[src/rtl/pe_vector_mac.sv]
// pe_vector_mac: multi-lane MAC with adder tree, seeded accumulation and valid/ready on both sides (optional SATURATE_EN clamps accumulation)
module pe_vector_mac #(
  parameter int WEIGHT_W = 8,
  parameter int ACC_W    = 32,
  parameter int LANES    = 4,
  parameter int SIGNED   = 1,
  parameter int CNT_W    = 16
) (
  input  logic                      clk,
  input  logic                      rst_n,
  input  logic                      start,
  input  logic [CNT_W-1:0]          acc_len,
  input  logic [ACC_W-1:0]          in_psum,
  input  logic                      in_valid,
  output logic                      in_ready,
  input  logic [LANES*WEIGHT_W-1:0] activation,
  input  logic [LANES*WEIGHT_W-1:0] weight,
  output logic                      out_valid,
  input  logic                      out_ready,
  output logic [ACC_W-1:0]          out_psum,
  output logic                      busy,
  output logic                      sat_flag
);
  typedef enum logic [1:0] {IDLE, ACCUM, DRAIN, OUTPUT} state_t;
  state_t state_q, state_d;
  logic [CNT_W-1:0] len_q, len_d, cnt_q, cnt_d;
  logic [LANES*WEIGHT_W-1:0] act_q, act_d, wgt_q, wgt_d;
  logic s1_v_q, s1_v_d, s2_v_q, s2_v_d;
  logic [ACC_W-1:0] sum_q, sum_d, acc_q, acc_d, psum_q, psum_d, acc_nxt;
  logic sat_q, sat_d, ovf, hs;

  function automatic logic [ACC_W-1:0] lane_prod(input logic [WEIGHT_W-1:0] a, input logic [WEIGHT_W-1:0] w);
    logic signed [WEIGHT_W:0] ax, wx;
    logic signed [2*WEIGHT_W+1:0] p;
    ax = {SIGNED != 0 && a[WEIGHT_W-1], a};
    wx = {SIGNED != 0 && w[WEIGHT_W-1], w};
    p = (2*WEIGHT_W+2)'(ax) * (2*WEIGHT_W+2)'(wx);
    return ACC_W'(p);
  endfunction

  // stage 2: lane products extended to ACC_W and summed
  always_comb begin
    sum_d = '0;
    for (int i = 0; i < LANES; i++)
      sum_d = sum_d + lane_prod(act_q[i*WEIGHT_W +: WEIGHT_W], wgt_q[i*WEIGHT_W +: WEIGHT_W]);
  end

`ifdef SATURATE_EN
  logic [ACC_W:0] ext;
  // one-bit-wider add exposes overflow; clamp to the representable limit
  always_comb begin
    ext = SIGNED != 0 ? {acc_q[ACC_W-1], acc_q} + {sum_q[ACC_W-1], sum_q} : {1'b0, acc_q} + {1'b0, sum_q};
    ovf = SIGNED != 0 ? ext[ACC_W] ^ ext[ACC_W-1] : ext[ACC_W];
    acc_nxt = !ovf ? ext[ACC_W-1:0] :
              SIGNED == 0 ? '1 :
              ext[ACC_W] ? {1'b1, {(ACC_W-1){1'b0}}} : {1'b0, {(ACC_W-1){1'b1}}};
  end
`else
  assign ovf = 1'b0;
  assign acc_nxt = acc_q + sum_q;
`endif

  // FSM next state, operand capture, pipeline valids and accumulator update
  always_comb begin
    state_d = state_q;
    len_d = len_q;
    cnt_d = cnt_q;
    acc_d = acc_q;
    psum_d = psum_q;
    sat_d = sat_q;
    in_ready = state_q == ACCUM && cnt_q < len_q;
    hs = in_valid && in_ready;
    act_d = hs ? activation : act_q;
    wgt_d = hs ? weight : wgt_q;
    s1_v_d = hs;
    s2_v_d = s1_v_q;
    if (s2_v_q) begin
      acc_d = acc_nxt;
      sat_d = sat_q | ovf;
    end
    case (state_q)
      IDLE: if (start) begin
        len_d = acc_len == '0 ? CNT_W'(1) : acc_len;
        acc_d = in_psum;
        cnt_d = '0;
        sat_d = 1'b0;
        state_d = ACCUM;
      end
      ACCUM: if (hs) begin
        cnt_d = cnt_q + 1'b1;
        if (cnt_d == len_q) state_d = DRAIN;
      end
      DRAIN: if (!s1_v_q && !s2_v_q) begin
        psum_d = acc_q;
        state_d = OUTPUT;
      end
      default: if (out_ready) state_d = IDLE;
    endcase
  end

  // state registers, cleared asynchronously
  always_ff @(posedge clk or negedge rst_n) begin
    if (!rst_n) begin
      state_q <= IDLE;
      len_q <= '0;
      cnt_q <= '0;
      act_q <= '0;
      wgt_q <= '0;
      s1_v_q <= 1'b0;
      s2_v_q <= 1'b0;
      sum_q <= '0;
      acc_q <= '0;
      psum_q <= '0;
      sat_q <= 1'b0;
    end else begin
      state_q <= state_d;
      len_q <= len_d;
      cnt_q <= cnt_d;
      act_q <= act_d;
      wgt_q <= wgt_d;
      s1_v_q <= s1_v_d;
      s2_v_q <= s2_v_d;
      sum_q <= sum_d;
      acc_q <= acc_d;
      psum_q <= psum_d;
      sat_q <= sat_d;
    end
  end

  assign out_valid = state_q == OUTPUT;
  assign busy = state_q != IDLE;
  assign out_psum = psum_q;
  assign sat_flag = sat_q;
endmodule

[config.mk]
export PLATFORM = sky130hd
export DESIGN_NAME = pe_vector_mac
export DESIGN_NICKNAME = d
export VERILOG_FILES = /design/src/rtl/pe_vector_mac.sv
export SDC_FILE = /design/constraint.sdc
export NUM_CORES = 1
export LEC_CHECK = 0
export BUFFER_PORTS_ARGS = -buffer_cell sky130_fd_sc_hd__buf_2
export CORE_MARGIN = 5
export CORE_UTILIZATION = 63
export DETAILED_ROUTE_END_ITERATION = 16
export GPL_ROUTABILITY_DRIVEN = 0
export HOLD_SLACK_MARGIN = 0.08
export PLACE_DENSITY = 0.83
export SYNTH_ARGS = -nofsm -noshare
export SYNTH_HDL_FRONTEND = slang
export SYNTH_SLANG_ARGS = --single-unit
export TNS_END_PERCENT = 20
[constraint.sdc]
create_clock -name clk -period 8.1 [get_ports clk]
set_input_delay 0.81 -clock clk [delete_from_list [all_inputs] [get_ports clk]]
set_output_delay 0.81 -clock clk [all_outputs]
set_load 0.1 [all_outputs]
Word level (Yosys, flattened, before mapping)
Index checks and enable logic that the tools add are counted.
{"block": "totals", "reg_bits": 183, "in_bits": 117, "output_inout_bits": 36, "elab_cells": 55}
{"block": "op_classes", "addsub": 5, "multipliers": 4, "order_cmp": 1, "eq_ne": 8, "mux": 13, "reduce_logical": 14}
{"cell": "2-to-1 mux 32 bit", "n": 3}
{"cell": "multiplier 8 x 8 -> 16 bit", "n": 4}
{"cell": "2-to-1 mux 16 bit", "n": 3}
{"cell": "adder 32 bit", "n": 1}
{"cell": "case mux 16 bit (2 select lines)", "n": 1}
{"cell": "adder 18 x 16 -> 19 bit", "n": 1}
{"cell": "adder 17 x 16 -> 18 bit", "n": 1}
{"cell": "adder 16 x 16 -> 17 bit", "n": 1}
{"cell": "adder 16 x 1 -> 16 bit, second input constant", "n": 1}
{"cell": "equality test 16 bit", "n": 1}
{"cell": "zero test 16 bit", "n": 1}
{"cell": "< comparator 16 bit", "n": 1}
{"cell": "2-to-1 mux 2 bit", "n": 5}
{"cell": "!= test 2 bit, second input constant", "n": 3}
{"cell": "case mux 2 bit (3 select lines)", "n": 1}
{"cell": "AND reduction 5 bit", "n": 1}
{"cell": "equality test 2 bit, second input constant", "n": 2}
{"cell": "AND reduction 2 bit", "n": 2}
{"cell": "nonzero test 2 bit", "n": 2}
{"cell": "nonzero test 4 bit", "n": 1}
{"cell": "logical AND 1 bit", "n": 3}
{"cell": "AND reduction 3 bit", "n": 1}
{"cell": "equality test 2 x 1 -> 1 bit, second input constant", "n": 1}
{"cell": "zero test 1 bit", "n": 2}
{"cell": "2 further kinds", "n": 2}

Longest topological paths before layout
Gate-level depths: netlist of the first run.
{"block": "logic_depth", "depth_word": 5, "ltp_mapped": 27}

Worst setup path after synthesis of the first run
No wires, ideal clock.
{"block": "synth_path", "kind": "reg2reg", "startpoint": "register wgt_q[17]", "endpoint": "register sum_q[18] (netlist name)", "setup_ns": 0.080, "arrival_time_ns": 6.615, "path_slack_ns": 1.405, "path_stages_with_launch": 24, "n_path_buf": 1, "period_less_slack_ns": 6.695, "path_cell_list": "dfrtp_1 -> clkbuf_1 -> nand2_1 -> fa_1 -> inv_1 -> fa_1 -> inv_1 -> fa_1 -> fa_1 -> inv_1 -> fa_1 -> fa_1 -> fa_1 -> inv_1 -> fa_1 -> inv_1 -> ha_1 -> a21o_1 -> a21oi_1 -> nand2_1 -> or3_1 -> a31o_2 -> a21oi_1 -> xnor2_1"}
{"block": "synth_between", "elab_chain_cells": 3}
{"element": "start: declaration", "line_no": "27", "rtl": "logic [LANES*WEIGHT_W-1:0] act_q, act_d, wgt_q, wgt_d;"}
{"element": "start signal: assignment", "line_no": "120", "rtl": "wgt_q <= wgt_d;"}
{"element": "multiplier 8 x 8 -> 16 bit", "line_no": "37", "rtl": "p = (2*WEIGHT_W+2)'(ax) * (2*WEIGHT_W+2)'(wx);"}
{"element": "adder 17 x 16 -> 18 bit", "line_no": "45", "rtl": "sum_d = sum_d + lane_prod(act_q[i*WEIGHT_W +: WEIGHT_W], wgt_q[i*WEIGHT_W +: WEIGHT_W]);"}
{"element": "adder 18 x 16 -> 19 bit", "line_no": "45"}
{"element": "via sum_d[18]", "line_no": "29", "rtl": "logic [ACC_W-1:0] sum_q, sum_d, acc_q, acc_d, psum_q, psum_d, acc_nxt;"}
The timed path passes the listed nets, and every way through them passes these cells.
A chain may end at the register's enable or synchronous reset.

Final worst setup path of the first run
{"block": "layout_path", "startpoint": "register act_q[23]", "endpoint": "register sum_q[18] (netlist name)"}
{"block": "layout_between", "elab_chain_cells": 3}
{"element": "start: declaration", "line_no": "27"}
{"element": "start signal: assignment", "line_no": "119", "rtl": "act_q <= act_d;"}
{"element": "multiplier 8 x 8 -> 16 bit", "line_no": "37"}
{"element": "adder 17 x 16 -> 18 bit", "line_no": "45"}
{"element": "adder 18 x 16 -> 19 bit", "line_no": "45"}
{"element": "via sum_d[18]", "line_no": "29"}
The timed path passes the listed nets, and every way through them passes these cells.

==> flow_summary.yaml, run 1 <==
critical_path:
  path_max_fanout: 9
  cpPeakStageDelay_ns: 0.73
  crit_end: "sum_q[18]"
  crit_top_cell: "fa_1"
  rrSetupSlack_ns: 0.84
  arrival_ns: 7.59
  reg2reg_depth: 22
  start_kind: "flop"
  r2r-start: "act_q[23]"
  path_class: "reg2reg"
  crit_path_end_kind: "flop"
  worstReg2RegEnd: "sum_q[18]"
  crit_slowest_cell: "fa_1"
  cp_cell_sequence: "nand2_1, fa_1, inv_1, fa_1, inv_1, fa_1, fa_1, inv_1, fa_1, fa_1, fa_1, inv_1, fa_1, inv_1, ha_1, a21o_1, a21oi_1, nand2_1, or3_1, a31o_2, a21oi_1, xnor2_1"
  required_ns: 8.43
  cp-startpoint: "act_q[23]"
logic_synthesis:
  synth_edf_count: 0
  syn_area_per_cell_um2: 9.49
  ys.flop_type: "dfrtp_1"
  yosys.cell_types.count: 70
  synthCells: 2201
  synth_nets: 2796
  synth_seq_area_share: 0.219
  syn-cell-area_um2: 20900
  yosysWarningCount: 0
  synth-seq-cells: 183
  postSynth.asyncResetShare: 1.00
min_path:
  hold_depth: 0
  hold_start: "s1_v_q"
  worstHoldPathType: "reg2reg"
cts:
  cts_buffer_depth: 2
  cts_tree: "done"
  clk_pin_slew_ns: 0.08
  cts_resized: 0
  clock_latency_ns: 0.46
  clockRootBuffer: "clkbuf_16"
  cts_sinks: 183
  hold_buffers: 0
  postCtsSetupRepairBufs: 0
  htree_levels: 4
  cts_buffers: 17
layout:
  nFillCells: 2399
  n_antenna_cell: 0
  design_area_um2: 22600
  final_util: 0.691
  area_growth_pct: 8.02
  layout-drive-gt1-share: 0.105
  final_nets: 2895
timing:
  finalHoldViolCount: 0
  max_slew.worst_pin.slew_ns: 0.967
  max_freq_ghz: 0.138
  slew_viol_final: 0
  fin_tns_setup_ns: 0
  clock_skew_ns: 0.0151
  rsz0062_at_grt: "false"
  setup_viol: 0
  relSlewSlack: 0.355
  period_share: 0.896
  post-route-min-period_ns: 7.26
  holdWs_ns: 0.430
routing:
  drt-wirelength-per-cell_um: 18.5
  wl_um: 50900
  vias: 15800
  antenna_left: 0
  routed_via_density: 5.72
  drtIter0Drc: 1114
  drt_pre_antenna_iters: 5
  drc_errors: 0
floorplanning:
  core-area_um2: 32600
  dieArea_um2: 36900
  fp.dieW_um: 192
  initial_core_util: 0.640
  die_y_um: 192
  rows: 66
  ios: 153
global_route:
  gr-usage-all-layers: 0.292
  grt_max_degree: 120
  grt_overflow_total: 0
  antenna_found_initial: 0
  grt_pass1_vias: 17100
  grt_pass1_wl_um: 85200
placement:
  placed_area_um2: 21900
  place_hpwl_um: 40600
  io_buffers: 151
job:
  maxCapViolations: 0
outcome:
  run_status: "finished clean"
[per-layer routing]
metal | GRT usage | routed length (um) | share of wire
met2 | 0.498 | 25400 | 0.50
met5 | 0 | 0 | 0
met4 | 0.135 | 2680 | 0.053
met3 | 0.0594 | 3780 | 0.074
met1 | 0.358 | 19100 | 0.37
[sequential cells by signal (all words and copies together) (netlist names)]
signal and cells:
act_q 32, state_q 2, cnt_q 16, s1_v_q 1, wgt_q 32, acc_q 32
s2_v_q 1, len_q 16, sum_q 19, out_psum 32
[cells by family (layout without fill, tap and decap cells)]
group	count (synthesis)	after routing	synth area share
AND/OR/NAND/NOR	690	690	0.157
XOR/XNOR	66	66	0.0277
flip-flops	183	183	0.219
multiplexers	49	49	0.0257
AO/OA/AOI/OAI	256	256	0.0786
buffers and inverters	478	590	0.0872
adder cells (fa/ha/maj)	478	478	0.404
other	1	1	0.000180
[worst min path at each step]
stage          slack, ns      to
4_1_cts             0.44  s2_v_q
3_5_place_dp        0.42  s2_v_q
2_1_floorplan       0.37  s2_v_q
6_report            0.43  s2_v_q
3_3_place_gp        0.40  s2_v_q
5_1_grt             0.46  s2_v_q
[cells in the final DEF (no fill, tap or decap), drive strengths merged, types with 17 or more instances in the layout]
master,count
dfrtp,183
nand2,355
nor2,50
nor2b,23
clkbuf,19
mux2,37
a21o,17
buf,157
a21oi,64
inv,404
xnor2,52
and2,140
o21ai,80
nand3,28
ha,151
fa,327
[critical path: cells and delay by family, from the launching register on]
family,cells,cell delay [ns]
flip-flops,1,0.54
buffers and inverters,5,0.37
AO/OA/AOI/OAI,4,0.85
adder cells (fa/ha/maj),9,4.66
XOR/XNOR,1,0.09
AND/OR/NAND/NOR,3,0.61
[Yosys cell counts, drive strengths merged (11+ instances only)]
cell type,count,area share
buf,19,0.0047
and3,16,0.0048
nor2b,23,0.0069
nor2,50,0.0091
mux2,37,0.020
fa,327,0.31
nand2b,16,0.0048
xnor2,52,0.022
nor3,15,0.0038
a21o,17,0.0061
dfrtp,183,0.22
ha,151,0.090
xor2,14,0.0059
o211ai,11,0.0040
mux2i,12,0.0058
inv,399,0.072
nand2,355,0.064
a21oi,64,0.015
clkbuf,59,0.011
and2,140,0.042
nor4,13,0.0042
nand3,28,0.0067
o21ai,80,0.019
[metrics by stage]
step                      std cells  setup WS [ns]
after global placement         2723           1.07
after detailed placement       2723          0.953
final                          2755          0.842
after CTS                      2755          0.915
after global routing           2755          0.561
after floorplan                2201           1.40
[final cells by class]
class                      instances  area [um^2]  share of cell area
multi-input combinational       1540        14500               0.642
sequential                       183         4580               0.203
inverter                         400         1500              0.0666
timing repair buffer             158          817              0.0362
tap                              442          553              0.0245
clock buffer                      18          429              0.0190
clock inverter                    14          188             0.00832
Power of run 1 is not shown: default switching activity piles up to over one toggle a cycle in this logic, so the estimate is an artifact.
==> inputs of run 2 (changes only) <==
==> config.mk (replaced) <==
export PLATFORM = sky130hd
export DESIGN_NAME = pe_vector_mac
export DESIGN_NICKNAME = d
export VERILOG_FILES = /design/src/rtl/pe_vector_mac.sv
export SDC_FILE = /design/constraint.sdc
export NUM_CORES = 1
export LEC_CHECK = 0
export BUFFER_PORTS_ARGS = -buffer_cell sky130_fd_sc_hd__buf_4
export CORE_MARGIN = 5
export CORE_UTILIZATION = 57
export DETAILED_ROUTE_END_ITERATION = 16
export GPL_ROUTABILITY_DRIVEN = 0
export HOLD_SLACK_MARGIN = 0.08
export PLACE_DENSITY = 0.76
export SYNTH_ARGS = -nofsm -noshare
export SYNTH_HDL_FRONTEND = slang
export SYNTH_SLANG_ARGS = --single-unit
export TNS_END_PERCENT = 20
==> run 2 against run 1 <==
Utilization shrank 6.1 points. Clock skew is 0.00082 ns higher. First-iteration DRC count is 14% lower. Final cell count grew 0.98%. Cell area up 1.6%. Count of clock-buffer cells in the layout up 1. Register-to-register slack better by 0.05 ns. Hold slack worse by 0.058 ns. Non-clock buffer count increased by 1. Fmax is 0.70% higher.
==> flow_summary.yaml, run 2 (same netlist as run 1, synthesis figures left out) <==
outcome:
  run_status: "finished clean"
timing:
  clock_skew_ns: 0.0159
  period_share: 0.890
  fin_ws_ns: 0.892
  slew_viol_final: 0
  post-route-min-period_ns: 7.21
  setup_viol: 0
  rsz0062_at_grt: "false"
  fin_tns_setup_ns: 0
  relSlewSlack: 0.387
  holdWs_ns: 0.372
  max_slew.worst_pin.slew_ns: 0.920
  max_freq_ghz: 0.139
  finalHoldViolCount: 0
cts:
  cts_tree: "done"
  cts_resized: 0
  hold_buffers: 0
  postCtsSetupRepairBufs: 0
  clockRootBuffer: "clkbuf_16"
  clk_pin_slew_ns: 0.09
  cts_buffers: 17
  cts_buffer_depth: 2
  cts_sinks: 183
  clock_latency_ns: 0.47
  htree_levels: 4
routing:
  wl_um: 49500
  antenna_left: 0
  drc_errors: 0
  drt-wirelength-per-cell_um: 17.8
  drtIter0Drc: 958
  routed_via_density: 5.51
  vias: 15300
  drt_pre_antenna_iters: 5
floorplanning:
  die_y_um: 201
  ios: 153
  core-area_um2: 36300
  fp.dieW_um: 201
  initial_core_util: 0.574
  rows: 70
  dieArea_um2: 40600
critical_path:
  start_kind: "flop"
  crit_path_end_kind: "flop"
  path_max_fanout: 9
  arrival_ns: 7.54
  path_class: "reg2reg"
  required_ns: 8.43
global_route:
  met1_usage: 0.341
  gr-usage-met2: 0.434
  busiest_layer: "met2"
  grt_pass1_wl_um: 84000
  use_met3: 0.0343
  grt_pass1_vias: 16600
  grt_overflow_total: 0
  gr-usage-all-layers: 0.255
  antenna_found_initial: 0
  grt_max_degree: 87
layout:
  layout-drive-gt1-share: 0.105
  layout_common_cells: "398 x inv_1, 354 x nand2_1, 327 x fa_1, 183 x dfrtp_1, 158 x buf_4"
  final_nets: 2896
  final_common_cell: "inv_1"
  area_growth_pct: 9.79
  n_antenna_cell: 0
placement:
  dp_slack_ns: 0.980
  io_buffers: 151
  place_hpwl_um: 40000
job:
  maxCapViolations: 0
min_path:
  worstHoldPathType: "in2async"
-- run 2: cell types whose count changed in the layout (fill, tap and decap cells not counted) --
cell | before | now
buf_2 | 150 | 0
buf_4 | 7 | 158
bufinv_16 | 2 | 0
clkbuf_8 | 1 | 2
clkinv_4 | 3 | 2
clkinv_8 | 2 | 1
inv_6 | 1 | 4
-- run 2: worst paths after layout --
kind                                 from   endpoint  slack [ns]  cells after the start
worst max-delay path            act_q[23]  sum_q[18]        0.89                     22
worst min-delay path                rst_n   len_q[3]        0.37                      1
worst max register to register  act_q[23]  sum_q[18]        0.89                     22
worst min register to register     s1_v_q     s2_v_q        0.42                      0
max in group asynchronous           rst_n  wgt_q[22]        5.89                      3
min in group clk                   s1_v_q     s2_v_q        0.42                      0
-- run 2: cell type report --
| class | instances | area, um^2 |
|---|---|---|
| Multi-Input combinational cell | 1540 | 14500 |
| Fill cell | 2950 | 13400 |
| Sequential cell | 183 | 4580 |
| Inverter | 400 | 1500 |
| Timing Repair Buffer | 159 | 1200 |
| Tap cell | 468 | 586 |
| Clock buffer | 19 | 443 |
| Clock inverter | 13 | 129 |
-- run 2: routing by layer --
layer	up-vias	wire [um]
li1	7080	-
met1	7642	20500
met5	-	0
met3	104	2710
met4	0	1580
met2	515	24700
-- run 2: critical path: stages (launching register included) --
cell and delay (ns):
dfrtp_1 0.53, nand2_1 0.21, fa_1 0.72, inv_1 0.13, fa_1 0.60, inv_1 0.08, fa_1 0.46, fa_1 0.55
inv_1 0.05, fa_1 0.49, fa_1 0.43, fa_1 0.50, inv_1 0.05, fa_1 0.54, inv_1 0.07, ha_1 0.33
a21o_1 0.21, a21oi_1 0.23, nand2_1 0.06, or3_1 0.33, a31o_2 0.24, a21oi_1 0.16, xnor2_1 0.08
-- run 2: metrics by stage --
step	instances	utilization	area, um^2
after floorplan	2201	-	20900
after global placement	2750	0.615	22400
after detailed placement	2750	0.615	22400
after CTS	2782	0.631	22900
after global routing	2782	0.631	22900
final	2782	0.631	22900
Power of run 2 is left out for the same reason.
==> inputs of run 3 (changes only) <==
--- a/config.mk
+++ b/config.mk
@@ -12,6 +12,8 @@
 export GPL_ROUTABILITY_DRIVEN = 0
 export HOLD_SLACK_MARGIN = 0.08
 export PLACE_DENSITY = 0.76
+export REMOVE_ABC_BUFFERS = 1
+export SLEW_MARGIN = 20
 export SYNTH_ARGS = -nofsm -noshare
 export SYNTH_HDL_FRONTEND = slang
 export SYNTH_SLANG_ARGS = --single-unit
==> run 3 against run 2 <==
Utilization grew 0.096 points. Critical path depth is the same. Routed wire length grew 0.40%. Register-to-register slack is essentially flat. Non-clock buffer count shrank 1. Cell area grew 0.15%. Via count shrank 0.40%. Die area is the same.
==> flow_summary.yaml, run 3 (same netlist as run 1, synthesis figures left out) <==
outcome:
  run_status: "finished clean"
critical_path:
  worstReg2RegEnd: "sum_q[18]"
  cp_cell_sequence: "nand2_1, fa_1, inv_1, fa_1, inv_1, fa_1, fa_1, inv_1, fa_1, fa_1, fa_1, inv_1, fa_1, inv_1, ha_1, a21o_1, a21oi_1, nand2_1, or3_1, a31o_2, a21oi_1, xnor2_1"
  required_ns: 8.42
  rrSetupSlack_ns: 0.89
  reg2reg_depth: 22
  crit_slowest_cell: "fa_1"
  cpLargestDelayFamily: "adder cells"
  arrival_ns: 7.53
  cp_num_buf_inv: 5
  cpPeakStageDelay_ns: 0.73
  r2r-start: "act_q[23]"
  path_class: "reg2reg"
  start_kind: "flop"
  path_max_fanout: 9
  crit_top_cell: "fa_1"
  crit_path_end_kind: "flop"
cts:
  hold_buffers: 0
  postCtsSetupRepairBufs: 0
  htree_levels: 4
  cts_sinks: 183
  cts_buffers: 17
  cts_resized: 0
  clockRootBuffer: "clkbuf_16"
  cts_buffer_depth: 2
  clock_latency_ns: 0.46
  clk_pin_slew_ns: 0.08
  cts_tree: "done"
timing:
  holdWs_ns: 0.425
  rsz0062_at_grt: "false"
  max_freq_ghz: 0.139
  slew_viol_final: 0
  period_share: 0.890
  finalHoldViolCount: 0
  post-route-min-period_ns: 7.21
  fin_tns_setup_ns: 0
  max_slew.worst_pin.slew_ns: 0.976
  setup_viol: 0
  relSlewSlack: 0.348
  clock_skew_ns: 0.0135
min_path:
  worstHoldPathType: "reg2reg"
  hold_depth: 0
  min_to: "s2_v_q"
  hold_start: "s1_v_q"
placement:
  placed_area_um2: 22300
  io_buffers: 151
  place_hpwl_um: 40100
layout:
  layout_common_cells: "398 x inv_1, 354 x nand2_1, 327 x fa_1, 183 x dfrtp_1, 156 x buf_4"
  area_growth_pct: 9.96
  n_antenna_cell: 0
  design_area_um2: 23000
  layout-drive-gt1-share: 0.105
  final_nets: 2895
  final_common_cell: "inv_1"
global_route:
  grt_max_degree: 109
  grt_overflow_total: 0
  grt_pass1_vias: 16700
  antenna_found_initial: 0
  gr-usage-all-layers: 0.256
  grt_pass1_wl_um: 83900
floorplanning:
  ios: 153
  die_y_um: 201
  dieArea_um2: 40600
  rows: 70
  core-area_um2: 36300
  initial_core_util: 0.574
  fp.dieW_um: 201
routing:
  antenna_left: 0
  vias: 15300
  drtIter0Drc: 1006
  wl_um: 49700
  routed_via_density: 5.50
  drc_errors: 0
  drt-wirelength-per-cell_um: 17.9
  drt_pre_antenna_iters: 5
job:
  maxCapViolations: 0
-- run 3: changes by cell type in the layout (fill, tap and decap cells not counted), sizes merged --
cell | previous run | this run
bufinv | 0 | 3
clkinvlp | 2 | 1
clkbuf | 20 | 18
clkinv | 4 | 3
buf | 158 | 157
-- run 3: how the worst max path moves through the flow --
| stage | start | to | cells past startpoint | slack, ns |
|---|---|---|---|---|
| after floorplan | wgt_q[24] | sum_q[18] | 23 | 1.52 |
| after global placement | act_q[23] | sum_q[18] | 22 | 1.15 |
| after detailed placement | act_q[23] | sum_q[18] | 22 | 0.99 |
| after CTS | act_q[23] | sum_q[18] | 22 | 0.93 |
| after global routing | wgt_q[17] | sum_q[18] | 22 | 0.59 |
| final | act_q[23] | sum_q[18] | 22 | 0.89 |
-- run 3: worst register-to-register path, delay by kind of cell (launching register included) --
family	cells	cell delay [ns]
adder cells (fa/ha/maj)	9	4.60
AO/OA/AOI/OAI	4	0.88
AND/OR/NAND/NOR	3	0.62
flip-flops	1	0.50
buffers and inverters	5	0.40
XOR/XNOR	1	0.08
-- run 3: area by class of cell --
cell class / instances / area (um^2)
Clock buffer: 17 / 425
Clock inverter: 14 / 185
Timing Repair Buffer: 158 / 1200
Tap cell: 468 / 586
Sequential cell: 183 / 4580
Fill cell: 2966 / 13400
Inverter: 400 / 1500
Multi-Input combinational cell: 1540 / 14500
-- run 3: per-layer routing --
metal	GRT usage	up-vias	wire, um
met5	0	-	0
met4	0.0874	0	1610
met3	0.0300	83	2380
met2	0.448	475	25500
met1	0.333	7640	20200
li1	-	7082	-
-- run 3: metrics by stage --
| stage | cells | worst slack [ns] | utilization |
|---|---|---|---|
| final | 2780 | 0.889 | 0.632 |
| after global routing | 2780 | 0.586 | 0.632 |
| after CTS | 2780 | 0.933 | 0.632 |
| after detailed placement | 2749 | 0.990 | 0.615 |
| after global placement | 2749 | 1.15 | 0.615 |
| after floorplan | 2123 | 1.52 | - |
Power of run 3 is left out for the same reason.
